## config.mk

```make
export PLATFORM = sky130hd
export DESIGN_NAME = pipe_stage_elastic
export DESIGN_NICKNAME = d
export VERILOG_FILES = /design/src/rtl/pipe_pkg.sv /design/src/rtl/pipe_slot.sv /design/src/rtl/pipe_stage_elastic.sv
export SDC_FILE = /design/constraint.sdc
export NUM_CORES = 1
export LEC_CHECK = 0
export CAP_MARGIN = 5
export CORE_MARGIN = 3
export CORE_UTILIZATION = 43
export CTS_CLUSTER_DIAMETER = 40
export DETAILED_ROUTE_END_ITERATION = 16
export MAX_ROUTING_LAYER = met4
export PLACE_DENSITY_LB_ADDON = 0.12
export SLEW_MARGIN = 20
export SYNTH_ARGS = -nofsm -noshare
export SYNTH_HDL_FRONTEND = slang
export SYNTH_SLANG_ARGS = --single-unit
```

## constraint.sdc

```tcl
create_clock -name clk -period 2.98 [get_ports clk]
set_clock_uncertainty 0.1 [all_clocks]
set_input_delay 0.298 -clock clk [delete_from_list [all_inputs] [get_ports clk]]
set_output_delay 0.298 -clock clk [all_outputs]
set_load 0.01 [all_outputs]
```

## src/rtl/pipe_pkg.sv

```systemverilog
// Shared pipeline-register types and per-stage widths.
// Imported by pipe_slot and pipe_stage_elastic; PIPE_SKID_EN selects the two-slot build.
package pipe_pkg;

  localparam int CTRL_W_DEF = 20;
  localparam int DATA_W_DEF = 48;

  typedef logic [CTRL_W_DEF-1:0] ctrl_bubble_t;
  localparam ctrl_bubble_t CTRL_BUBBLE_DEF = '0;

  localparam int IFID_DATA_W  = 64;
  localparam int IFID_CTRL_W  = 4;
  localparam int IDEX_DATA_W  = 48;
  localparam int IDEX_CTRL_W  = 20;
  localparam int EXMEM_DATA_W = 72;
  localparam int EXMEM_CTRL_W = 8;
  localparam int MEMWB_DATA_W = 40;
  localparam int MEMWB_CTRL_W = 4;

  typedef logic [1:0] pipe_occ_t;

  function automatic pipe_occ_t occ_count(input logic a, input logic b);
    return {1'b0, a} + {1'b0, b};
  endfunction

endpackage

```

## src/rtl/pipe_slot.sv

```systemverilog
// One pipeline slot: valid + payload + control register.
// clear kills to bubble (payload held), load captures, drop empties.
module pipe_slot
  import pipe_pkg::*;
#(
  parameter int DATA_W = 48,
  parameter int CTRL_W = 20,
  parameter logic [CTRL_W-1:0] CTRL_BUBBLE = '0
) (
  input  logic              clk,
  input  logic              rst,
  input  logic              clear,
  input  logic              load,
  input  logic              drop,
  input  logic [DATA_W-1:0] d_data,
  input  logic [CTRL_W-1:0] d_ctrl,
  output logic              q_valid,
  output logic [DATA_W-1:0] q_data,
  output logic [CTRL_W-1:0] q_ctrl
);

  always_ff @(posedge clk or negedge rst) begin
    if (!rst) begin
      q_valid <= 1'b0;
      q_data  <= '0;
      q_ctrl  <= CTRL_BUBBLE;
    end else if (clear) begin
      q_valid <= 1'b0;
      q_ctrl  <= CTRL_BUBBLE;
    end else if (load) begin
      q_valid <= 1'b1;
      q_data  <= d_data;
      q_ctrl  <= d_ctrl;
    end else if (drop) begin
      q_valid <= 1'b0;
      q_ctrl  <= CTRL_BUBBLE;
    end
  end

endmodule

```

## src/rtl/pipe_stage_elastic.sv

```systemverilog
// Elastic inter-stage register with valid/ready, stall and flush.
// Define PIPE_SKID_EN for the two-slot build with a registered in_ready.
module pipe_stage_elastic
  import pipe_pkg::*;
#(
  parameter int DATA_W = 48,
  parameter int CTRL_W = 20,
  parameter logic [CTRL_W-1:0] CTRL_BUBBLE = '0
) (
  input  logic              clk,
  input  logic              rst,
  input  logic              in_valid,
  output logic              in_ready,
  input  logic [DATA_W-1:0] in_data,
  input  logic [CTRL_W-1:0] in_ctrl,
  output logic              out_valid,
  input  logic              out_ready,
  output logic [DATA_W-1:0] out_data,
  output logic [CTRL_W-1:0] out_ctrl,
  input  logic              flush,
  output pipe_occ_t         occupancy
);

  logic              main_v;
  logic [DATA_W-1:0] main_data;
  logic [CTRL_W-1:0] main_ctrl;
  logic              main_load;
  logic              main_drop;
  logic [DATA_W-1:0] main_d_data;
  logic [CTRL_W-1:0] main_d_ctrl;
  logic              accept;
  logic              emit;

  assign accept = in_valid & in_ready;
  assign emit   = main_v & out_ready;

`ifdef PIPE_SKID_EN
  logic              skid_v;
  logic [DATA_W-1:0] skid_data;
  logic [CTRL_W-1:0] skid_ctrl;
  logic              skid_load;
  logic              skid_drop;
  logic              skid_v_next;
  logic              rdy_q;

  assign in_ready = rdy_q & !flush;

  // Skid always drains into main first so arrival order is kept.
  assign main_load = !flush & ((skid_v & emit) |
                     (accept & !skid_v & (!main_v | emit)));
  assign main_drop = !flush & emit & !skid_v & !accept;
  assign main_d_data = skid_v ? skid_data : in_data;
  assign main_d_ctrl = skid_v ? skid_ctrl : in_ctrl;

  assign skid_load = !flush & accept &
                     ((main_v & !emit) | (skid_v & emit));
  assign skid_drop = !flush & skid_v & emit & !accept;

  always_comb begin
    skid_v_next = skid_v;
    unique case (1'b1)
      flush:     skid_v_next = 1'b0;
      skid_load: skid_v_next = 1'b1;
      skid_drop: skid_v_next = 1'b0;
      default:   skid_v_next = skid_v;
    endcase
  end

  always_ff @(posedge clk or negedge rst) begin
    if (!rst) rdy_q <= 1'b1;
    else      rdy_q <= !skid_v_next;
  end

  pipe_slot #(
    .DATA_W(DATA_W), .CTRL_W(CTRL_W), .CTRL_BUBBLE(CTRL_BUBBLE)
  ) u_skid (
    .clk    (clk),
    .rst    (rst),
    .clear  (flush),
    .load   (skid_load),
    .drop   (skid_drop),
    .d_data (in_data),
    .d_ctrl (in_ctrl),
    .q_valid(skid_v),
    .q_data (skid_data),
    .q_ctrl (skid_ctrl)
  );

  assign occupancy = occ_count(main_v, skid_v);
`else
  assign in_ready    = (!main_v | out_ready) & !flush;
  assign main_load   = accept;
  assign main_drop   = !flush & emit & !accept;
  assign main_d_data = in_data;
  assign main_d_ctrl = in_ctrl;
  assign occupancy   = occ_count(main_v, 1'b0);
`endif

  pipe_slot #(
    .DATA_W(DATA_W), .CTRL_W(CTRL_W), .CTRL_BUBBLE(CTRL_BUBBLE)
  ) u_main (
    .clk    (clk),
    .rst    (rst),
    .clear  (flush),
    .load   (main_load),
    .drop   (main_drop),
    .d_data (main_d_data),
    .d_ctrl (main_d_ctrl),
    .q_valid(main_v),
    .q_data (main_data),
    .q_ctrl (main_ctrl)
  );

  assign out_valid = main_v;
  assign out_data  = main_data;
  assign out_ctrl  = main_v ? main_ctrl : CTRL_BUBBLE;

endmodule
```

Word level (Yosys, flattened, before mapping)
Index checks and enable logic that the tools add are counted.
{"block": "op_classes", "mux": 7, "bitwise_logic": 7, "n_reduce_logical": 5}
{"op": "$mux W20", "n": 4}
{"op": "$and A1 B1 Y1", "n": 5}
{"op": "$logic_not A1 Y1", "n": 3}
{"op": "$mux W1", "n": 3}
{"op": "$reduce_bool A3 Y1", "n": 1}
{"op": "$reduce_and A2 Y1", "n": 1}
{"op": "$not A1 Y1", "n": 1}
{"op": "$or A1 B1 Y1", "n": 1}
{"block": "word_totals", "regBits": 69, "inputBits": 73, "output_inout_bits": 72, "wordCells": 22}

Longest topological paths before layout
Gate-level depths: netlist of run 1.
{"block": "depth", "depth_word": 9, "depth_mapped": 5, "depth_no_buf": 3}

Hierarchy
From an unflattened synthesis of run 1, not the netlist that was laid out.
{"block": "hier_totals", "cells_unflattened": 224, "hier_area_um2": 2914.0}
{"module": "pipe_slot", "n_inst": 1, "cells_per_inst": 194, "area_per_inst_um2": 2691.3, "seq_area_each_um2": 1726.7}
{"module": "pipe_stage_elastic", "n_inst": 1, "cells_per_inst": 30, "area_per_inst_um2": 222.7, "seq_area_each_um2": 0.0}

Least setup slack after synthesis of run 1
OpenSTA, ideal clock, no wires.
{"block": "synth_path", "path_type": "register to register", "startpoint": "register u_main.q_valid", "endpoint": "register u_main.q_data[11]", "setup_time_ns": 0.125, "arrival_time_ns": 1.422, "t_required_ns": 2.755, "slack_ns": 1.333, "stages_incl_launch_ff": 6, "path_buffers": 2, "synth_period_minus_slack_ns": 1.647, "cell_sequence": "dfrtp_1 > nor2b_4 > nor3b_4 > buf_6 > buf_12 > mux2_4"}
{"block": "synth_via", "elab_chain_cells": 5}
{"item": "start: declaration", "line_no": "pipe_slot.sv:17", "text": "output logic q_valid,"}
{"item": "start signal: assignment", "line_no": "pipe_slot.sv:24", "text": "q_valid <= 1'b0;"}
{"item": "start signal: assignment", "line_no": "pipe_slot.sv:28", "text": "q_valid <= 1'b0;"}
{"item": "start signal: assignment", "line_no": "pipe_slot.sv:31", "text": "q_valid <= 1'b1;"}
{"item": "$logic_not A1 Y1", "line_no": "pipe_stage_elastic.sv:91", "text": "assign in_ready = (!main_v | out_ready) & !flush;"}
{"item": "$or A1 B1 Y1", "line_no": "pipe_stage_elastic.sv:91"}
{"item": "$and A1 B1 Y1", "line_no": "pipe_stage_elastic.sv:91"}
{"item": "$and A1 B1 Y1", "line_no": "pipe_stage_elastic.sv:34", "text": "assign accept = in_valid & in_ready;"}
{"item": "$reduce_and A2 Y1 (no source line)"}
{"item": "end signal: assignment", "line_no": "pipe_slot.sv:32", "text": "q_data <= d_data;"}
{"item": "end: declaration", "line_no": "pipe_slot.sv:18", "text": "output logic [DATA_W-1:0] q_data,"}
Every way passes these cells.
A chain may end at the register's enable or synchronous reset.

Worst setup path in the final report of run 1
{"block": "layout_path", "startpoint": "register u_main.q_valid", "endpoint": "output in_ready"}
{"block": "layout_via", "elab_chain_cells": 3}
{"item": "$logic_not A1 Y1", "line_no": "pipe_stage_elastic.sv:91"}
{"item": "$or A1 B1 Y1", "line_no": "pipe_stage_elastic.sv:91"}
{"item": "$and A1 B1 Y1", "line_no": "pipe_stage_elastic.sv:91"}
{"item": "end: declaration", "line_no": "pipe_stage_elastic.sv:13", "text": "output logic in_ready,"}
Every way passes these cells.

==> impl_metrics.yaml, run 1 <==
placed_design:
  io_buffers: 143
  placed_area_um2: 4360
  hpwl_um: 5050
  dp.cells: 410
  gp_congestion: 0.736
die:
  placementRows: 29
  die_area_um2: 7770
  ios: 145
  initial_core_util_pct: 44.9
  die_w_um: 88.1
  die_h_um: 88.1
  core_area_um2: 6460
clock_tree:
  ctsResizeCount: 0
  clock-sinks: 69
  cts_tree: "yes"
  cts-root-buf: "clkbuf_8"
  hold_buffers: 0
  htree_levels: 3
  postCtsSetupRepairBufs: 0
  clkTransAtPathRegs_ns: 0.08
  cts_max_path_buffers: 2
  clk_latency_ns: 0.32
  cts_buffers: 9
grt:
  grt_pass1_vias: 2286
  grt_first_pass_wirelength_um: 11200
  grtUsageTotal_pct: 19.6
  grt_max_degree: 70
  gr-total-overflow: 0
  antenna_found_initial: 0
timing:
  rsz0062_at_grt: "no"
  post-route-min-period_ns: 2.34
  setup_viol: 0
  fin_crit_sh_pct: 78.5
  fmax_mhz: 428
  worstMarginPinSlew_ns: 0.888
  drv_slew: 0
  fin_tns_setup_ns: 0
  whs_ns: 0.0433
  hold_viol_final: 0
  slew_headroom_pct: 39.1
cells_and_area:
  post_route_cells_drive_above_1_share_pct: 20.3
  stdcell_count: 426
  n_antenna_cell: 0
  post-route-cell-area_um2: 4560
  fin_nets: 417
  syn_to_final_growth_pct: 57.1
yosys:
  synth_area_um2: 2900
  syn_inst: 202
  syn_avg_cell_area_um2: 14.4
  syn-num-nets: 275
  synth_warnings: 0
  ys_types: 15
  ys_seq_area_share_pct: 59.5
  synth-seq-cells: 69
routing:
  routedWlPerCell_um: 16.6
  vias_per_cell: 5.04
  wl_um: 7070
  drt_pass1_iterations: 4
  vias: 2149
  drc_errors: 0
  postRouteAntennaNets: 0
  drtIter0Drc: 89
power_and_ir_drop:
  p_leak_uw: 0.00192
  p_per_area_nw_per_um2: 557
  peakVddDrop_mv: 0.416
  total_power_uw: 2540
outcome:
  status: "finished clean"
critical_path:
  worstSetupEndpointType: "output pin"
  critPathMaxFanout: 25
  cp-start-kind: "register"
  worstSetupPathType: "reg -> out"
  cp.arrival_ns: 1.94
  worst_ep_required_time_ns: 2.58
  worstRegToRegCells: 4
min_path:
  hp-class: "in -> async"
flow_run:
  drv_cap: 0
==> per-layer routing <==
metal	GRT usage, %	share of wire [%]	vias up
met5	-	0	-
met4	6.04	1.5	0
met3	5.55	6.7	10
met2	31.6	51	87
met1	24.1	41	1061
li1	-	-	991
==> Yosys cell counts (all sizes together) <==
cell type | number | area [um2]
clkbuf | 10 | 37.5
a32oi | 20 | 175
nor2b | 1 | 13.8
nor2 | 23 | 86.3
buf | 7 | 81.3
or2b | 1 | 7.51
and2 | 20 | 125
conb | 1 | 3.75
mux2 | 48 | 616
nor3b | 1 | 18.8
mux2i | 1 | 10.0
dfrtp | 69 | 1730
==> cell families (layout without fill, tap and decap cells) <==
kind of cell | Yosys count | in the layout | synth area share (%)
buf+inv | 17 | 164 | 4.10
mux | 49 | 49 | 21.6
other cells | 1 | 1 | 0.129
simple gates | 46 | 46 | 8.67
flops | 69 | 69 | 59.5
compound gates | 20 | 20 | 6.04
==> through the flow <==
stage / setup WS [ns] / utilization (%)
floorplan: 1.33 / -
global placement: 0.751 / 67.4
detailed placement: 0.706 / 67.4
CTS: 0.635 / 70.6
global route: 0.497 / 70.6
finish: 0.642 / 70.6
==> worst max-delay path, cell delays in order (launching register included) <==
cell	delay (ns)
dfrtp_1	0.74
nor2b_4	0.31
nor2_1	0.07
clkdlybuf4s50_1	0.50
==> layout make-up <==
class,count,area (um2)
multi-input cells,116,1060
clock inverters,5,60.1
flip-flops and latches,69,1730
well taps,77,96.3
repair buffers,148,1480
fillers,491,1900
clock buffers,11,141
==> flip-flops by register name, indices dropped and copies added, names as in the netlist <==
signal and flops:
u_main.q_ctrl 20, u_main.q_data 48, u_main.q_valid 1
==> layout by cell type (no fill, tap or decap), types with 2 or more instances in the layout <==
master / count
clkbuf_8: 10
clkinv_4: 2
nor2_1: 23
a32oi_1: 20
mux2_4: 20
clkdlybuf4s50_1: 142
dfrtp_1: 69
and2_1: 20
buf_4: 4
mux2_2: 28
==> where the power goes <==
| part | switching (uW) | total [uW] | internal [uW] |
|---|---|---|---|
| sequential | 72.9 | 1140 | 1060 |
| clock | 344 | 755 | 411 |
| combinational | 225 | 649 | 424 |
==> worst paths after layout <==
check	from	endpoint	slack (ns)
min in group clk	u_main.q_data[8]	u_main.q_data[8]	0.41
max in group asynchronous	rst	u_main.q_data[34]	2.18
max	u_main.q_valid	in_ready	0.64
max reg2reg	u_main.q_valid	u_main.q_ctrl[11]	0.74
min	rst	u_main.q_data[28]	0.04
min reg2reg	u_main.q_data[8]	u_main.q_data[8]	0.41
(Power assumes the default switching activity.)
==> run 2, diff against run 1 <==
- CORE_UTILIZATION: 43 -> 40
- clock period: 2.98 -> 2.3 ns (I/O delays scaled with it)
==> run 2 against run 1 <==
Compared with the run above:
- hold slack better by 0.36 ns
- utilization down 3.2 points
- final cell count up 6.3%
- total power up 31%
- sequential power up 29%
- largest power group unchanged
- highest routed layer unchanged
==> impl_metrics.yaml, run 2 (synthesized netlist as in run 1, its figures left out) <==
power_and_ir_drop:
  p_per_area_nw_per_um2: 717
  peakVddDrop_mv: 0.492
  p_leak_uw: 0.00196
grt:
  antenna_found_initial: 0
  grt_pass1_vias: 2333
  grtUsageTotal_pct: 19.0
  gr-total-overflow: 0
  grt_first_pass_wirelength_um: 12000
  grt_max_degree: 49
placed_design:
  dp.cells: 436
  gp_congestion: 0.731
  placed_area_um2: 4430
  io_buffers: 143
  hpwl_um: 5360
cells_and_area:
  final_cell_mix: "clkdlybuf4s50_1 (142), dfrtp_1 (69), mux2_2 (28), nor2_1 (23)"
  top_regs: "u_main.q_data x48, u_main.q_ctrl x20, u_main.q_valid x1"
  n_antenna_cell: 0
  syn_to_final_growth_pct: 60.3
  final_core_util_pct: 67.4
  post-route-cell-area_um2: 4650
  final_common_cell: "clkdlybuf4s50_1"
  stdcell_count: 453
  post_route_cells_drive_above_1_share_pct: 22.1
  fillers: 546
  fin_nets: 425
  largest_reg_flops: 48
  largest_register: "u_main.q_data"
critical_path:
  crit_slowest_cell: "dfrtp_1"
  path_cells: "buf_4 -> and2_1 -> clkdlybuf4s50_1"
  worstRegToRegCells: 4
  critPathMaxFanout: 13
  worstSetupEndpointType: "output pin"
  rrSetupSlack_ns: 0.40
  cp-start-kind: "register"
  worst_ep_required_time_ns: 1.97
  r2r-end: "u_main.q_ctrl[8]"
  worstSetupPathType: "reg -> out"
  reg2reg_from: "u_main.q_valid"
  cp.arrival_ns: 1.80
  max_stage_delay_ns: 0.57
min_path:
  worstHoldPathCells: 2
  hold_path_end: "u_main.q_data[36]"
  hp-class: "in -> reg"
  hold_start: "in_data[36]"
routing:
  drtIter0Drc: 60
  wl_um: 7360
  vias: 2183
  postRouteAntennaNets: 0
  vias_per_cell: 4.82
  drt_pass1_iterations: 6
  drc_errors: 0
  routedWlPerCell_um: 16.3
timing:
  setup_viol: 0
  drv_slew: 0
  rsz0062_at_grt: "no"
  fin_crit_sh_pct: 92.7
  slew_headroom_pct: 42.1
  fin_tns_setup_ns: 0
  worstMarginPinSlew_ns: 0.869
  hold_viol_final: 0
  post-route-min-period_ns: 2.13
  fmax_mhz: 469
flow_run:
  drv_cap: 0
clock_tree:
  cts_max_path_buffers: 2
  clkTransAtPathRegs_ns: 0.08
  htree_levels: 3
  clock-sinks: 69
  ctsResizeCount: 0
  cts-root-buf: "clkbuf_8"
  cts_buffers: 9
  clk_latency_ns: 0.33
  cts_tree: "yes"
die:
  ios: 145
  die_w_um: 91.2
  placementRows: 30
  die_h_um: 91.2
  initial_core_util_pct: 42.0
  core_area_um2: 6910
  die_area_um2: 8310
outcome:
  status: "finished clean"
[run 2: cell types whose count changed in the layout (fill, tap and decap cells not counted)]
| cell | delta |
|---|---|
| buf_4 | +7 |
| clkbuf_1 | -1 |
| clkbuf_8 | +1 |
| clkinv_4 | -1 |
| clkinvlp_4 | +1 |
| dlygate4sd3_1 | +1 |
[run 2: cell type report]
class / count / area (um2) / area share, %
Timing Repair Buffer: 156 / 1540 / 33.1
Clock inverter: 5 / 58.8 / 1.26
Clock buffer: 11 / 151 / 3.25
Multi-Input combinational cell: 116 / 1060 / 22.7
Sequential cell: 69 / 1730 / 37.1
Tap cell: 96 / 120 / 2.58
[run 2: worst max-delay path by stage]
| stage | slack [ns] | cells past startpoint | endpoint | startpoint |
|---|---|---|---|---|
| final | 0.17 | 3 | out_ctrl[0] | u_main.q_valid |
| after global routing | 0.07 | 3 | out_ctrl[6] | u_main.q_valid |
| after CTS | 0.14 | 3 | out_ctrl[0] | u_main.q_valid |
| after detailed placement | 0.30 | 5 | u_main.q_data[44] | out_ready |
| after global placement | 0.32 | 5 | u_main.q_data[34] | out_ready |
| after floorplan | 0.65 | 5 | u_main.q_data[11] | u_main.q_valid |
[run 2: report_power, final]
group          switching, uW  internal [uW]
Sequential              89.5           1380
Clock                    454            560
Combinational            297            559
[run 2: layer usage]
metal	vias up	share of wire (%)	track usage [%]
met2	88	52	31.0
met4	0	0.54	4.90
met3	4	6.5	6.71
li1	1011	-	-
met5	-	0	-
met1	1080	41	22.5
[run 2: repair_timing]
| action | CTS | global route |
|---|---|---|
| setup endpoints to repair | 0 | 0 |
| hold endpoints to repair | 36 | 0 |
| hold buffers | 1 | 0 |
| setup buffers | 0 | 0 |
[run 2: through the flow]
step / total power, uW / setup slack, ns / hold WS (ns)
2_1_floorplan: 1820 / 0.653 / -0.166
3_3_place_gp: 2340 / 0.321 / 0.288
3_5_place_dp: 2350 / 0.300 / 0.294
4_1_cts: 3400 / 0.141 / 0.378
5_1_grt: 3510 / 0.0673 / 0.376
6_report: 3340 / 0.168 / 0.403
[run 2: critical path, delay by kind of cell, from the launching register on]
kind	cells	cell delay (ns)
buf+inv	2	0.75
flops	1	0.57
simple gates	1	0.15
